--- config.mk ---
export PLATFORM = sky130hd
export DESIGN_NAME = vlsu_cam_alloc
export DESIGN_NICKNAME = d
export VERILOG_FILES = /design/src/rtl/vlsu_cam_pkg.sv /design/src/rtl/vlsu_cam_age_mask.sv /design/src/rtl/vlsu_cam_alloc.sv
export SDC_FILE = /design/constraint.sdc
export NUM_CORES = 1
export LEC_CHECK = 0
export CORE_ASPECT_RATIO = 1.75
export CORE_MARGIN = 2
export CORE_UTILIZATION = 30
export DETAILED_ROUTE_END_ITERATION = 7
export GPL_TIMING_DRIVEN = 0
export PLACE_DENSITY = 0.57
export SETUP_SLACK_MARGIN = 0.5
export SLEW_MARGIN = 20
export SYNTH_ARGS = -nofsm -noshare
export SYNTH_HDL_FRONTEND = slang
export SYNTH_HIERARCHICAL = 1
export SYNTH_SLANG_ARGS = --single-unit
--- constraint.sdc ---
create_clock -name clk -period 8.4 [get_ports clk]
set_input_delay 2.52 -clock clk [delete_from_list [all_inputs] [get_ports clk]]
set_output_delay 2.52 -clock clk [all_outputs]
set_load 0.05 [all_outputs]
--- src/rtl/vlsu_cam_pkg.sv ---
// Shared sizing and types for the CAM allocator slice.
package vlsu_cam_pkg;

  localparam int unsigned WIDTH   = 50;
  localparam int unsigned DEPTH   = 32;
  localparam int unsigned READ    = 3;
  localparam int unsigned ADDRESS = $clog2(DEPTH);

  typedef logic [WIDTH-1:0]   width_t;
  typedef logic [ADDRESS-1:0] addr_t;
  typedef logic [DEPTH-1:0]   depth_t;
  typedef logic [READ-1:0]    read_t;
  typedef logic [ADDRESS:0]   count_t;

endpackage

--- src/rtl/vlsu_cam_age_mask.sv ---
// Comparison-enable mask for one CAM search port, optionally restricted to
// entries older than the searcher (distance from head, modulo DEPTH).
module vlsu_cam_age_mask
  import vlsu_cam_pkg::*;
(
  input  depth_t valid,
  input  addr_t  head,
  input  addr_t  search_idx,
  input  logic   age_en,
  output depth_t mask
);

  addr_t limit;
  addr_t rel;

  // Age of each entry and of the searcher are measured from head; wrap is free in ADDRESS bits.
  always_comb begin
    limit = search_idx - head;
    rel   = '0;
    mask  = '0;
    for (int unsigned e = 0; e < DEPTH; e++) begin
      rel     = addr_t'(e) - head;
      mask[e] = valid[e] & (~age_en | (rel < limit));
    end
  end

endmodule

--- src/rtl/vlsu_cam_alloc.sv ---
// In-order circular allocator feeding the CAM write port, head and enables.
module vlsu_cam_alloc
  import vlsu_cam_pkg::*;
(
  input  logic                  clk,
  input  logic                  rst,
  input  logic                  alloc_valid_i,
  input  width_t                alloc_data_i,
  output logic                  alloc_ready_o,
  output addr_t                 alloc_idx_o,
  input  logic                  commit_i,
  input  logic                  flush_i,
  input  addr_t  [READ-1:0]     search_idx_i,
  input  read_t                 search_age_en_i,
  output addr_t                 head_o,
  output count_t                count_o,
  output logic                  full_o,
  output logic                  empty_o,
  output logic                  cam_write_o,
  output addr_t                 cam_write_addr_o,
  output width_t                cam_write_data_o,
  output depth_t [READ-1:0]     cam_enable_o
);

  addr_t  head;
  addr_t  tail;
  count_t count;
  depth_t valid;
  logic   cam_write;
  addr_t  cam_write_addr;
  width_t cam_write_data;

  logic full;
  logic empty;
  logic accept;
  logic ret;

  // Occupancy flags and handshake qualifiers from registered state.
  always_comb begin
    full   = (count == count_t'(DEPTH));
    empty  = (count == '0);
    accept = alloc_valid_i & ~full & ~flush_i;
    ret    = commit_i & ~empty & ~flush_i;
  end

  // Pointer, occupancy, valid-vector and registered CAM write updates.
  always_ff @(posedge clk) begin
    if (rst) begin
      head           <= '0;
      tail           <= '0;
      count          <= '0;
      valid          <= '0;
      cam_write      <= 1'b0;
      cam_write_addr <= '0;
      cam_write_data <= '0;
    end else begin
      cam_write <= accept;
      if (accept) begin
        cam_write_addr <= tail;
        cam_write_data <= alloc_data_i;
      end

      if (flush_i) begin
        valid <= '0;
        head  <= tail;
        count <= '0;
      end else begin
        // head and tail only coincide when empty or full, so set and clear never hit the same bit
        if (accept) begin
          valid[tail] <= 1'b1;
          tail        <= tail + addr_t'(1);
        end
        if (ret) begin
          valid[head] <= 1'b0;
          head        <= head + addr_t'(1);
        end
        if (accept && !ret) begin
          count <= count + count_t'(1);
        end else if (ret && !accept) begin
          count <= count - count_t'(1);
        end
      end
    end
  end

  for (genvar r = 0; r < READ; r++) begin : g_mask
    vlsu_cam_age_mask u_mask (
      .valid      (valid),
      .head       (head),
      .search_idx (search_idx_i[r]),
      .age_en     (search_age_en_i[r]),
      .mask       (cam_enable_o[r])
    );
  end

  // Output mapping.
  always_comb begin
    alloc_ready_o    = ~full;
    alloc_idx_o      = tail;
    head_o           = head;
    count_o          = count;
    full_o           = full;
    empty_o          = empty;
    cam_write_o      = cam_write;
    cam_write_addr_o = cam_write_addr;
    cam_write_data_o = cam_write_data;
  end

endmodule

Yosys cells after proc, flatten, opt, wreduce, memory -nomap -nowiden --
Index checks and enable logic that the tools add are counted.
Word-level totals: register bits 104, input port bits 73, output and inout port bits 171, word-level logic and storage cells 375
Cells by class: $add $sub $neg 39, magnitude comparators 100, equality and inequality tests 1, muxes and demuxes 12, bitwise gates (word level) 205, reductions and logical operators 11
Operator list (count):
- $lt A5 B5 Y1 | 96
- $mux W32 | 4
- $and A1 B1 Y1 | 100
- $or A1 B1 Y1 | 96
- $sub A5 B5 Y5 const A | 16
- $sub A4 B5 Y5 const A | 8
- $and A32 B32 Y32 | 1
- $not A32 Y32 | 1
- $or A32 B32 Y32 | 1
- $sub A3 B5 Y5 const A | 4
- $sub A5 B5 Y5 | 3
- $lt A5 B6 Y1 const B | 2
- $mux W6 | 2
- $add A5 B1 Y5 const B | 2
- $demux W1 S5 | 2
- $ge A5 B1 Y1 const B | 2
- $mux W5 | 2
- $sub A1 B5 Y5 const A | 2
- $sub A2 B5 Y5 const A | 2
- $add A6 B1 Y6 const B | 1
- $eq A6 B6 Y1 const B | 1
- $logic_not A6 Y1 | 1
- $not A1 Y1 | 6
- $sub A6 B1 Y6 const B | 1
- other kinds (6) | 12

Logic depth before layout (Yosys ltp) --
Gate-level depths: netlist of run 1.
depth in word-level cells 10, depth in mapped cells 12, depth with buffers taken out 11

By module --
The synthesis of run 1 kept the hierarchy.
By module, submodules not included:
- vlsu_cam_age_mask at g_mask[1].u_mask ... | instances 2, cells an instance 353, area each 2483.6 µm², sequential area each 0.0 µm²
- vlsu_cam_alloc | instances 1, cells an instance 512, area each 4322.9 µm², sequential area each 2082.0 µm²
- vlsu_cam_age_mask at g_mask[0].u_mask | instances 1, cells an instance 353, area each 2496.1 µm², sequential area each 0.0 µm²

Least setup slack after synthesis of run 1 --
OpenSTA, ideal clock, no wires.
kind input to output, start point input port search_idx_i[5] in the netlist's numbering, end point output port cam_enable_o[44] in the netlist's numbering, data arrival time 5813 ps, data required time 5880 ps, setup slack 67 ps, stages on the path 10, path buffers 0, cells stage by stage and2b_1 > inv_1 > fa_1 > xnor2_1 > ha_1 > a21oi_1 > o21ai_0 > a21oi_1 > nor2_1 > a221oi_1
RTL lines:
- from (decl) | RTL line vlsu_cam_alloc.sv:13 | input addr_t [READ-1:0] search_idx_i,
- to (decl) | RTL line vlsu_cam_alloc.sv:22 | output depth_t [READ-1:0] cam_enable_o

==> results of run 1 <==
==> registers in the layout, indices dropped and copies added (netlist names) <==
signal / cells
cam_write_addr_o: 5
cam_write_o: 1
cam_write_data_o: 50
valid: 32
alloc_idx_o: 5
count_o: 6
head_o: 5
==> layout make-up <==
| class | instances | area [um^2] |
|---|---|---|
| Multi-Input combinational cell | 1249 | 9666 |
| Clock buffer | 10 | 229.0 |
| Sequential cell | 104 | 2087 |
| Buffer | 103 | 445.4 |
| Clock inverter | 6 | 62.56 |
| Tap cell | 490 | 613.1 |
| Fill cell | 4032 | 22920 |
| Timing Repair Buffer | 273 | 2542 |
| Inverter | 118 | 452.9 |
| Timing Repair inverter | 2 | 15.01 |
==> tightest hold or removal path: stages, from the launching register on <==
cell and delay, ns:
dfxtp_1 0.31, nand2_1 0.05, a21oi_1 0.05
==> metal layers <==
metal  track usage  wire length (um)  up-vias  share of wire
li1              -                 -     6358              -
met1        0.2548             18660     6381           0.36
met2        0.4518             26450      612           0.51
met3       0.04164              3357      149          0.064
met4        0.1617              3805        0          0.073
met5             0                 0        -              0
==> metrics by stage <==
step,hold WS [ns],cell area (um^2),setup TNS (ns)
after floorplan,0.4497,11930,0
after global placement,0.4413,14950,-71.25
after detailed placement,0.4469,15000,-75.59
after CTS,0.4559,15830,0
after global routing,0.4724,16110,0
final,0.4540,16110,0
==> final timing paths <==
kind | from | to | cells after the start
min reg2reg | cam_write_data_o[42]$_SDFFE_PP0N_ | cam_write_data_o[42]$_SDFFE_PP0N_ | 2
max reg2reg | count_o[1]$_SDFFE_PP0P_ | count_o[5]$_SDFFE_PP0P_ | 11
min | cam_write_data_o[42]$_SDFFE_PP0N_ | cam_write_data_o[42]$_SDFFE_PP0N_ | 2
max | search_idx_i[5] | cam_enable_o[55] | 12
==> power groups by stage <==
| stage | sequential [uW] | clock [uW] | combinational [uW] |
|---|---|---|---|
| after floorplan | 602 | 0 | 706 |
| after global placement | 554 | 0 | 1040 |
| after detailed placement | 547 | 0 | 1080 |
| after CTS | 537 | 432 | 1220 |
| after global routing | 540 | 444 | 1420 |
| final | 537 | 421 | 1300 |
==> logic make-up (layout without fill, tap and decap cells) <==
family,count (synthesis),in the layout,synth area share
multiplexers,7,7,0.006263
adder cells (fa/ha/maj),167,167,0.1798
XOR/XNOR,74,77,0.06550
flip-flops,104,104,0.1766
buffers and inverters,221,512,0.07559
AO/OA/AOI/OAI,553,553,0.3136
AND/OR/NAND/NOR,445,445,0.1826
==> what timing repair did <==
action,in CTS,in global routing
pin swaps,45,28
buffers inserted,26,4
gates resized for setup,656,84
endpoints found under the setup margin,96,88
gates cloned,3,3
==> cells in the final DEF, fill, tap and decap left out, types with 44 or more instances in the layout <==
cell and instances:
nand2_1 207, ha_1 151, a21oi_1 148, clkdlybuf4s50_1 141, inv_1 102, dfxtp_1 100, clkbuf_1 72, buf_4 62
nand3_1 51, buf_2 44
==> results_dict.tcl, run 1 <==
set metrics [dict create \
    status "finished, violations left" \
    violations "design-rule violations" \
    power_uw 2257 \
    die-area_um2 40950 \
    drt_first_pass_iters 8 \
    slowest_stage "fa_2" \
    synth_cell_types 71 \
    rsz0062_at_grt "true" \
    power_frac_seq 0.238 \
    clk_pin_slew_worst_paths_ns 0.07 \
    critical-path-top-delay-family "simple AND/OR/NAND/NOR gates" \
    post-synth-top-count-cell "nand2_1" \
    htree_levels 3 \
    ant_nets 0 \
    rrSetupSlack_ns 4.32 \
    p_sw_frac 0.4589 \
    path_common_cell "nand2_1" \
    critPathMaxFanout 5 \
    wl_mm 52.27 \
    first_global_vias 13240 \
    internal-power_uw 1221 \
    final_hold_viol_count 0 \
    place_congestion 0.9377 \
    postSynthAreaPerCell_um2 7.502 \
    crit_arrival_ns 5.37 \
    clock_latency_ns 0.37 \
    yosys_warnings 6 \
    final.min_clock_period_ns 7.891 \
    synthToLayoutAreaGrowth_pct 36.71 \
    port_buffers 240 \
    crit_chain "dlygate4sd2_1, and2b_2, inv_1, fa_2, and3_4, nor2_4, xnor3_2, ha_1, nand2_1, nand2_1, a31oi_2, clkdlybuf4s18_2" \
    min_period_over_period 0.9394 \
    holdCritPathClass "flop to flop" \
    slowest_delay_ns 0.41 \
    worst-path-buf-inv 3 \
    critical_path_class "input pin to primary output" \
    async_flop_share 0 \
    routed_via_density 5.732 \
    yosys-top-cells-count "nand2_1, a21oi_1, ha_1, inv_1, dfxtp_1" \
    clk_path_buf_depth 2 \
    start_util 0.3019 \
    final_core_util 0.4128 \
    pwr-share-comb 0.576 \
    synth-edff-count 0 \
    holdBufCountCts 0 \
    track_usage 0.2456 \
    antenna_found_initial 0 \
    cellPowerDensity_nw_per_um2 140.1 \
    setup_violations 0 \
    start_kind "input pin" \
    ioPinCount 244 \
    fin_ws_ns 0.5089 \
    vias 13500 \
    yosysTopAreaCellShare 0.1766 \
    grt_pass1_wl_mm 78.27 \
    cts_root_buffer "clkbuf_16" \
    dp_hpwl_mm 39.69 \
    final_cells 2355 \
    crit_path_end_kind "primary output" \
    cts_buffers 9 \
    clockPowerShare 0.186 \
    worst-endpoint-required_ns 5.88 \
    leakagePower_uw 0.006534 \
    die_x_um 153.8 \
    yosysSeqAreaShare 0.1766 \
    grt_start_max_net_pins 29 \
    syn_inst 1571 \
    dp.cells 2303 \
    max_freq_mhz 126.7 \
    antenna_cells 0 \
    synth_top_flop_cell "dfxtp_1" \
    irDropWorstVdd_uv 189.8 \
    drv_slew 0 \
    clock_sinks 104 \
    ys_ff_latch 104 \
    die-height_um 266.2 \
    rows 96 \
    overflow 0 \
    cts_tree "built" \
    synth_nets 1811 \
    synth_top_area_cell "dfxtp_1" \
    drt_iter0_markers 986 \
    core_area_um2 39040 \
    wire_per_inst_um 22.20 \
    relSlewSlack 0.2453 \
    syn-cell-area_um2 11790 \
    tightest_slew_ns 1.131 \
    layout.nets 2100 \
    max_cap_violations 0 \
    p_switching_uw 1036 \
    fin_worst_skew_ns 0.01503 \
    drc 2 \
    dp_slack_ns -1.204 \
    yosys-top-cells-area "dfxtp_1, ha_1, a21oi_1, nand2_1, inv_1" \
    drive_gt1_frac 0.1920 \
]
No activity file was read; power rests on OpenSTA's default activity.
==> run 2: changes to the inputs <==
- ABC_CLOCK_PERIOD_IN_PS: default -> 8400
==> results of run 2 <==
No change in the layout: final DEF, timing and power equal those of run 1.
